**config.mk**
```make
export PLATFORM = sky130hd
export DESIGN_NAME = jk_cmd_driver
export DESIGN_NICKNAME = d
export VERILOG_FILES = /design/src/rtl/jk_cmd_driver.sv
export SDC_FILE = /design/constraint.sdc
export NUM_CORES = 1
export LEC_CHECK = 0
export CELL_PAD_IN_SITES_DETAIL_PLACEMENT = 1
export CELL_PAD_IN_SITES_GLOBAL_PLACEMENT = 2
export CORE_MARGIN = 2
export CORE_UTILIZATION = 26
export CTS_BUF_LIST = sky130_fd_sc_hd__clkbuf_4 sky130_fd_sc_hd__clkbuf_8
export DETAILED_ROUTE_END_ITERATION = 6
export GPL_TIMING_DRIVEN = 0
export PLACE_DENSITY_LB_ADDON = 0.1
export SYNTH_ARGS = -nofsm -noshare
export SYNTH_HDL_FRONTEND = slang
export SYNTH_SLANG_ARGS = --single-unit
```
**constraint.sdc**
```tcl
create_clock -name clk -period 1.56 [get_ports clk]
set_clock_uncertainty 0.2 [all_clocks]
set_input_delay 0.234 -clock clk [delete_from_list [all_inputs] [get_ports clk]]
set_output_delay 0.234 -clock clk [all_outputs]
set_load 0.1 [all_outputs]
```
**src/rtl/jk_cmd_driver.sv**
```systemverilog
// Command-driven J/K stimulus stage for a downstream JK flip-flop.
// Drives j/k per accepted command, models the expected Q and counts divergences from q_fb.
module jk_cmd_driver #(
    parameter int CNT_W = 4,
    parameter int ERR_W = 8
) (
    input  logic             clk,
    input  logic             rst,
    input  logic             cmd_valid,
    output logic             cmd_ready,
    input  logic [1:0]       cmd_op,
    input  logic [CNT_W-1:0] cmd_cnt,
    output logic             j,
    output logic             k,
    input  logic             q_fb,
    output logic             exp_q,
    output logic             busy,
    output logic             done,
    output logic             mismatch,
    output logic [ERR_W-1:0] err_cnt
);

    // Handshake: a command transfers on a rising edge where cmd_valid and
    // cmd_ready are both high; the source keeps cmd_valid and its payload stable until then.
    typedef enum logic [1:0] {
        IDLE  = 2'd0,
        DRIVE = 2'd1,
        CHECK = 2'd2
    } state_t;

    state_t             state_q, state_d;
    logic [1:0]         op_q, op_d;
    logic [CNT_W-1:0]   cnt_q, cnt_d;
    logic               j_q, j_d;
    logic               k_q, k_d;
    logic               exp_q_q, exp_q_d;
    logic               mismatch_q, mismatch_d;
    logic [ERR_W-1:0]   err_cnt_q, err_cnt_d;
    logic               accept;
    logic               diff;

    assign cmd_ready = rst & (state_q == IDLE);
    assign busy      = (state_q == DRIVE) | (state_q == CHECK);
    assign done      = (state_q == CHECK);
    assign accept    = cmd_valid & cmd_ready;
    assign diff      = (q_fb != exp_q_q);

    always_comb begin
        state_d = state_q;
        op_d    = op_q;
        cnt_d   = cnt_q;
        case (state_q)
            IDLE: begin
                if (accept) begin
                    state_d = DRIVE;
                    op_d    = cmd_op;
                    cnt_d   = cmd_cnt;
                end
            end
            DRIVE: begin
                if (cnt_q == '0) state_d = CHECK;
                else             cnt_d   = cnt_q - CNT_W'(1);
            end
            CHECK:   state_d = IDLE;
            default: state_d = IDLE;
        endcase

        // j/k are registered so they are already valid in the cycle after the handshake edge.
        j_d = (state_d == DRIVE) & op_d[1];
        k_d = (state_d == DRIVE) & op_d[0];

        // Model advances with the same j/k the flip-flop samples on this edge.
        case ({j_q, k_q})
            2'b00:   exp_q_d = exp_q_q;
            2'b01:   exp_q_d = 1'b0;
            2'b10:   exp_q_d = 1'b1;
            default: exp_q_d = ~exp_q_q;
        endcase

        mismatch_d = mismatch_q | diff;
        err_cnt_d  = err_cnt_q;
        if (diff && (err_cnt_q != '1)) err_cnt_d = err_cnt_q + ERR_W'(1);
    end

    always_ff @(posedge clk) begin
        if (!rst) begin
            state_q    <= IDLE;
            op_q       <= 2'b00;
            cnt_q      <= '0;
            j_q        <= 1'b0;
            k_q        <= 1'b0;
            exp_q_q    <= 1'b0;
            mismatch_q <= 1'b0;
            err_cnt_q  <= '0;
        end else begin
            state_q    <= state_d;
            op_q       <= op_d;
            cnt_q      <= cnt_d;
            j_q        <= j_d;
            k_q        <= k_d;
            exp_q_q    <= exp_q_d;
            mismatch_q <= mismatch_d;
            err_cnt_q  <= err_cnt_d;
        end
    end

    assign j        = j_q;
    assign k        = k_q;
    assign exp_q    = exp_q_q;
    assign mismatch = mismatch_q;
    assign err_cnt  = err_cnt_q;

endmodule

```
==> results.txt, run 1 <==
----------------------------------------------------
[Critical path]
  CP cell instances ... inv_4, ha_4, and2_4, buf_12
  Category of the worst setup path capture point ... output port
  Crit path kind ... flip-flop to output port
  Stage delay of the slowest cell on the critical path ... ~0.37 ns
  Number of buffers and inverters on the critical path ... 2
  Critical Path Start Type ... flip-flop
  CP Max Fanout ... 5
  Worst Path Arrival ... 1.18 ns
  Worst endpoint required time ... about 1.1 ns
  Critical-path cell with the highest stage delay ... dfxtp_4
  Critical path's top delay family ... flip-flops

[Floorplan]
  Core area ... 0.00394 mm²
  Cell row count ... 23
  Initial standard-cell utilization of the core ... 0.268
  Floorplan die width ... 67.7 µm
  I/O pin count ... 25
  Vertical die dimension ... a little under 70 µm
  DIE AREA ... 0.00459 mm²

[Min path]
  Worst min-delay path class ... flip-flop to flip-flop

[Clock tree]
  Clock tree from TritonCTS ... yes
  Clock root buffer ... clkbuf_8
  Latest clock arrival within the worst-skew pair ... approximately 0.26 ns
  Number of buffers inserted for hold repair after clock tree synthesis ... 0
  Clock transition at the registers of the reported paths ... ~0.070 ns
  Clock net sink count ... 20
  Number of CTS-inserted buffers ... 3
  Number of H-tree levels ... 1
  Clock buffer depth ... 2

[Power and ir drop]
  Net switching share of the total power ... 0.386
  Internal power component ... 1100 µW
  Static Leakage ... roughly 0.00066 µW
  Power Density ... approximately 1100 mW/mm²
  Part of the total power dissipated in sequential elements ... 0.338
  Switching component of the power ... a little under 700 µW
  Power share of the clock group ... 0.220
  Portion of total power attributed to combinational logic ... 0.442
  VDD IR-drop max ... a little over 0.6 mV
  PnR Total Power ... 1790 µW

[Timing]
  Number of failing setup endpoints in the final timing report ... 9
  Tightest Pin Transition ... between 0.5 and 0.6 ns
  Min Clock Period, post-route ... between 1.5 and 2 ns
  Final worst-path cycle share ... 1.03
  Headroom to the max-slew limit ... 0.662
  Final Worst Setup Slack ... -0.0507 ns
  Number of max-slew violations in the final report ... 0
  Total negative slack for setup checks ... -0.267 ns
  Endpoints failing hold ... 0
  Worst hold margin ... between 0.2 and 0.3 ns
  RSZ-0062 raised after global routing ... true
  Peak Freq ... around 0.62 GHz

[Cells and area]
  Most frequent cells in the layout ... dfxtp_4, buf_2, nand2_1, buf_4, a21oi_1
  Nets@finish ... 185
  Share of cells above drive strength 1 ... 0.425
  Non-filler instance count after layout ... ~220
  Most common cell after layout, fill and taps aside ... dfxtp_4
  Synthesis-to-finish area growth ... 60.8%
  Antenna Cells ... 0

[Synthesis]
  YS warnings ... 0
  Total standard cell area after synthesis ... 0.00106 mm²
  Number of register bits inferred by synthesis ... 20
  Seq/Total Area, Yosys ... 0.379
  Async set-or-reset flop fraction in the synthesized netlist ... 0
  Unique cell type count in the Yosys netlist ... 36
  Post-synth EDFFs ... 0
  Gate count after technology mapping ... around 130
  Primary FF master, synth ... dfxtp_1
  Average size of a mapped cell ... around 8.3 µm²
  Total nets after synthesis ... approximately 140

[Outcome]
  Outcome ... finished with violations
  Violated checks ... setup timing

[Placed design]
  Port bufs ... 24
  Placement Setup Slack ... -1.06 ns
  HPWL after detailed placement ... just over 2000 µm
  Instance count after placement with tap cells included ... between 200 and 250
  RePlAce Congestion ... 0.761

[Routing]
  Per-cell routed wire length ... ~13 µm
  Iteration-0 DRC count of the detailed router ... 32
  Via Count ... 1063
  DRC errors left ... 0
  Total iterations of the first detailed-routing run ... 4
  Via density per instance ... a little under 5
  Remaining antenna violation count after routing ... 0
  DRT Wirelength ... slightly below 3000 µm

[GRT]
  Number of antenna violations at the first check in global routing ... 0
  Via count of the first global-routing pass ... approximately 1000
  Total routing usage reported by global routing ... 0.133
  GR Overflow Total ... 0
  Global-route wire length before repair ... between 4000 and 5000 µm
  Pin count of the biggest net entering global routing ... 12

[Job]
  Number of maximum-capacitance violations ... 0

----------------------------------------------------
==> flip-flops by register name (all words and copies together), names as in the netlist <==
| register | flops |
|---|---|
| op_q | 2 |
| mismatch | 1 |
| k | 1 |
| j | 1 |
| state_q | 2 |
| exp_q | 1 |
| err_cnt | 8 |
| cnt_q | 4 |
==> worst register-to-register path: stages, from the launching register on <==
cell and delay [ns]:
dfxtp_4 0.37, inv_4 0.07, ha_4 0.16, and3_4 0.18
buf_8 0.11, a21oi_2 0.04, a211o_1 0.28, nor2b_1 0.12
==> stage by stage <==
stage / area [µm²] / util
after floorplan: 1130 / -
after global placement: 1430 / 0.364
after detailed placement: 1430 / 0.364
after CTS: 1600 / 0.407
after global routing: 1700 / 0.431
final: 1700 / 0.431
==> Yosys cell counts (all sizes together), types with 3 or more instances <==
master | instances | area (µm²)
a21oi | 11 | 55.1
dfxtp | 20 | 400
ha | 7 | 87.6
inv | 11 | 41.3
nand2 | 10 | 37.5
nand2b | 3 | 18.8
nand3 | 3 | 15.0
nor2 | 9 | 33.8
nor2b | 4 | 25.0
nor3 | 3 | 15.0
o21ai | 11 | 58.8
==> final timing paths <==
kind | depth (start not counted) | end | slack [ns] | from
max | 4 | cmd_ready | -0.05 | state_q[0]
min | 2 | mismatch | 0.27 | mismatch
max reg2reg | 7 | k | -0.05 | state_q[0]
min reg2reg | 2 | mismatch | 0.27 | mismatch
==> per-layer routing <==
metal | vias up | track usage | wire [µm]
met5 | - | 0 | 0
met4 | 0 | 0.0306 | 18
met3 | 2 | 0.0383 | 151
met2 | 20 | 0.201 | 1310
met1 | 510 | 0.187 | 1420
li1 | 531 | - | -
==> logic make-up after synthesis <==
family                   count (synthesis)  synth area share
XOR/XNOR                                 2            0.0237
adder cells (fa/ha/maj)                  7            0.0829
buffers and inverters                   15            0.0616
AND/OR/NAND/NOR                         45             0.223
multiplexers                             2            0.0190
AO/OA/AOI/OAI                           36             0.211
flip-flops                              20             0.379
==> power by group through the flow <==
stage	combinational, µW	sequential [µW]	clock, µW
after floorplan	341	734	0
after global placement	605	608	0
after detailed placement	613	609	0
after CTS	745	600	419
after global routing	850	613	434
final	791	604	393
==> cell type report <==
cell class	count	area (µm²)
Multi-Input combinational cell	92	724
Tap cell	50	62.6
Clock buffer	4	55.1
Inverter	11	51.3
Timing Repair Buffer	36	305
Fill cell	462	2240
Sequential cell	20	454
Buffer	4	45.0
==> what timing repair did <==
item	4_1_cts	5_1_grt
buffers inserted	8	3
endpoints found under the hold margin	0	0
cloned	0	1
resized for setup	117	14
pin swaps	6	8
endpoints found under the setup margin	33	14
No activity file was read; power rests on OpenSTA's default activity.
==> run 2, diff against run 1 <==
--- a/config.mk
+++ b/config.mk
@@ -13,6 +13,7 @@
 export DETAILED_ROUTE_END_ITERATION = 6
 export GPL_TIMING_DRIVEN = 0
 export PLACE_DENSITY_LB_ADDON = 0.1
+export SLEW_MARGIN = 10
 export SYNTH_ARGS = -nofsm -noshare
 export SYNTH_HDL_FRONTEND = slang
 export SYNTH_SLANG_ARGS = --single-unit
==> results of run 2 <==
Same layout as run 1: the final DEF is identical, and so are final timing and power.
==> run 3, diff against run 2 <==
--- a/config.mk
+++ b/config.mk
@@ -7,7 +7,7 @@
 export LEC_CHECK = 0
 export CELL_PAD_IN_SITES_DETAIL_PLACEMENT = 1
 export CELL_PAD_IN_SITES_GLOBAL_PLACEMENT = 2
-export CORE_MARGIN = 2
+export CORE_MARGIN = 3
 export CORE_UTILIZATION = 26
 export CTS_BUF_LIST = sky130_fd_sc_hd__clkbuf_4 sky130_fd_sc_hd__clkbuf_8
 export DETAILED_ROUTE_END_ITERATION = 6
==> results.txt, run 3 (synthesis results as in run 1) <==
----------------------------------------------------
[Outcome]
  Outcome ... finished with violations
  Violated checks ... setup timing

[Timing]
  Final worst-path cycle share ... 1.05
  Number of failing setup endpoints in the final timing report ... 11
  Final Worst Setup Slack ... -0.0744 ns
  Total negative slack for setup checks ... -0.385 ns
  Endpoints failing hold ... 0
  Peak Freq ... about 0.61 GHz
  RSZ-0062 raised after global routing ... true
  Number of max-slew violations in the final report ... 0
  Headroom to the max-slew limit ... 0.596
  Tightest Pin Transition ... 0.606 ns
  Min Clock Period, post-route ... roughly 1.6 ns

[Placed design]
  Post-detailed-placement cell area ... 0.00143 mm²
  HPWL after detailed placement ... 2100 µm
  RePlAce Congestion ... between 0.7 and 0.8
  Port bufs ... 24

[GRT]
  Global-route wire length before repair ... approximately 5300 µm
  Pin count of the biggest net entering global routing ... 13
  Total routing usage reported by global routing ... 0.131
  GR Overflow Total ... 0
  Via count of the first global-routing pass ... ~1100
  Number of antenna violations at the first check in global routing ... 0

[Cells and area]
  Share of cells above drive strength 1 ... 0.532
  Nets@finish ... approximately 190
  Antenna Cells ... 0
  Footprint of the flip-flops and latches ... roughly 450 µm²
  Flip-flop count of the largest register after layout ... 8
  Multi-input gate area ... approximately 800 µm²
  Synthesis-to-finish area growth ... 73.5%
  Fin area ... roughly 0.0018 mm²
  Most common cell after layout, fill and taps aside ... buf_4
  Most frequent cells in the layout ... buf_4, dfxtp_4, buf_2
  Count of filler cells inserted in the layout ... approximately 430

[Routing]
  Total iterations of the first detailed-routing run ... 4
  Per-cell routed wire length ... between 10 and 15 µm
  Via Count ... ~1100
  Via density per instance ... 4.89
  Iteration-0 DRC count of the detailed router ... 28
  DRC errors left ... 0
  DRT Wirelength ... roughly 3200 µm
  Remaining antenna violation count after routing ... 0

[Critical path]
  Worst Path Arrival ... 1.20 ns
  CP cell instances ... inv_6, ha_4, and2_4, buf_12
  Critical-path cell with the highest stage delay ... dfxtp_4
  Worst endpoint required time ... 1.13 ns
  Category of the worst setup path capture point ... output port
  Stage delay of the slowest cell on the critical path ... around 0.38 ns
  CP Max Fanout ... 6
  Crit path kind ... flip-flop to output port
  Critical Path Start Type ... flip-flop
  Critical path's top delay family ... flip-flops
  Number of buffers and inverters on the critical path ... 2

[Clock tree]
  Clock transition at the registers of the reported paths ... approximately 0.08 ns
  Latest clock arrival within the worst-skew pair ... roughly 0.26 ns
  Number of CTS-inserted buffers ... 3
  Clock tree from TritonCTS ... yes
  Clock net sink count ... 20
  Number of H-tree levels ... 1
  Clock buffer depth ... 2
  Number of buffers inserted for hold repair after clock tree synthesis ... 0
  Clock root buffer ... clkbuf_8

[Floorplan]
  Initial standard-cell utilization of the core ... 0.278
  Cell row count ... 22
  I/O pin count ... 25
  Core area ... between 0.003 and 0.004 mm²
  Vertical die dimension ... between 60 and 70 µm
  Floorplan die width ... around 70 µm
  DIE AREA ... about 0.0049 mm²

[Power and ir drop]
  VDD IR-drop max ... just under 0.5 mV
  Power Density ... 1100 mW/mm²
  Static Leakage ... 0.000718 µW

[Min path]
  Worst min-delay path class ... flip-flop to flip-flop

[Job]
  Number of maximum-capacitance violations ... 0

----------------------------------------------------
==> run 3: cell types whose count changed in the layout (fill, tap and decap cells not counted), moves of 3 or more <==
cell     delta
o21ai_1     +3
o21ai_0     -6
a21oi_1     -3
buf_6       +4
buf_4       +4
o21ai_2     +3
a21oi_2     +3
==> run 3: final cells by class <==
cell class	count	area share
multi-input combinational	92	0.438
sequential	20	0.247
timing repair buffer	43	0.203
tap	48	0.0328
inverter	11	0.0266
clock buffer	3	0.0225
clock inverter	1	0.0164
buffer	3	0.0143
==> run 3: through the flow <==
| stage | setup slack (ns) | total power, µW | hold slack [ns] | std cells | utilization |
|---|---|---|---|---|---|
| floorplan | -0.112 | 1080 | 0.151 | 127 | - |
| global placement | -1.09 | 1210 | 0.247 | 199 | 0.377 |
| detailed placement | -1.07 | 1230 | 0.273 | 199 | 0.377 |
| CTS | -0.115 | 1930 | 0.274 | 215 | 0.441 |
| global route | -0.132 | 2120 | 0.292 | 221 | 0.482 |
| finish | -0.0744 | 2020 | 0.270 | 221 | 0.482 |
==> run 3: routing by layer <==
metal | routed length [µm] | track usage | up-vias | part of all wire
li1 | - | - | 544 | -
met1 | 1470 | 0.166 | 514 | 0.46
met2 | 1550 | 0.226 | 18 | 0.49
met3 | 111 | 0.0275 | 4 | 0.035
met4 | 31 | 0.0362 | 0 | 0.0098
met5 | 0 | 0 | - | 0
==> run 3: timing repair <==
action | CTS | global route
setup endpoints to repair | 32 | 19
gates resized for setup | 120 | 34
gates cloned | 0 | 1
endpoints found under the hold margin | 0 | 0
pin swaps | 7 | 14
buffers inserted | 12 | 7
==> run 3: path summary, 6_finish.rpt <==
kind	startpoint	to	slack (ns)	depth (start not counted)
worst max-delay path	state_q[1]	cmd_ready	-0.07	4
worst min-delay path	op_q[0]	op_q[0]	0.27	2
worst max register to register	cnt_q[1]	cnt_q[3]	-0.07	7
worst min register to register	op_q[0]	op_q[0]	0.27	2
==> run 3: worst min-delay path: stages (launching register included) <==
cell     delay [ns]
dfxtp_1        0.31
nand2_1        0.07
o21ai_2        0.05
==> run 3: power by group <==
group / switching, µW / internal, µW
registers: 58.0 / 550
logic: 511 / 375
clock network: 184 / 342
total: 753 / 1270
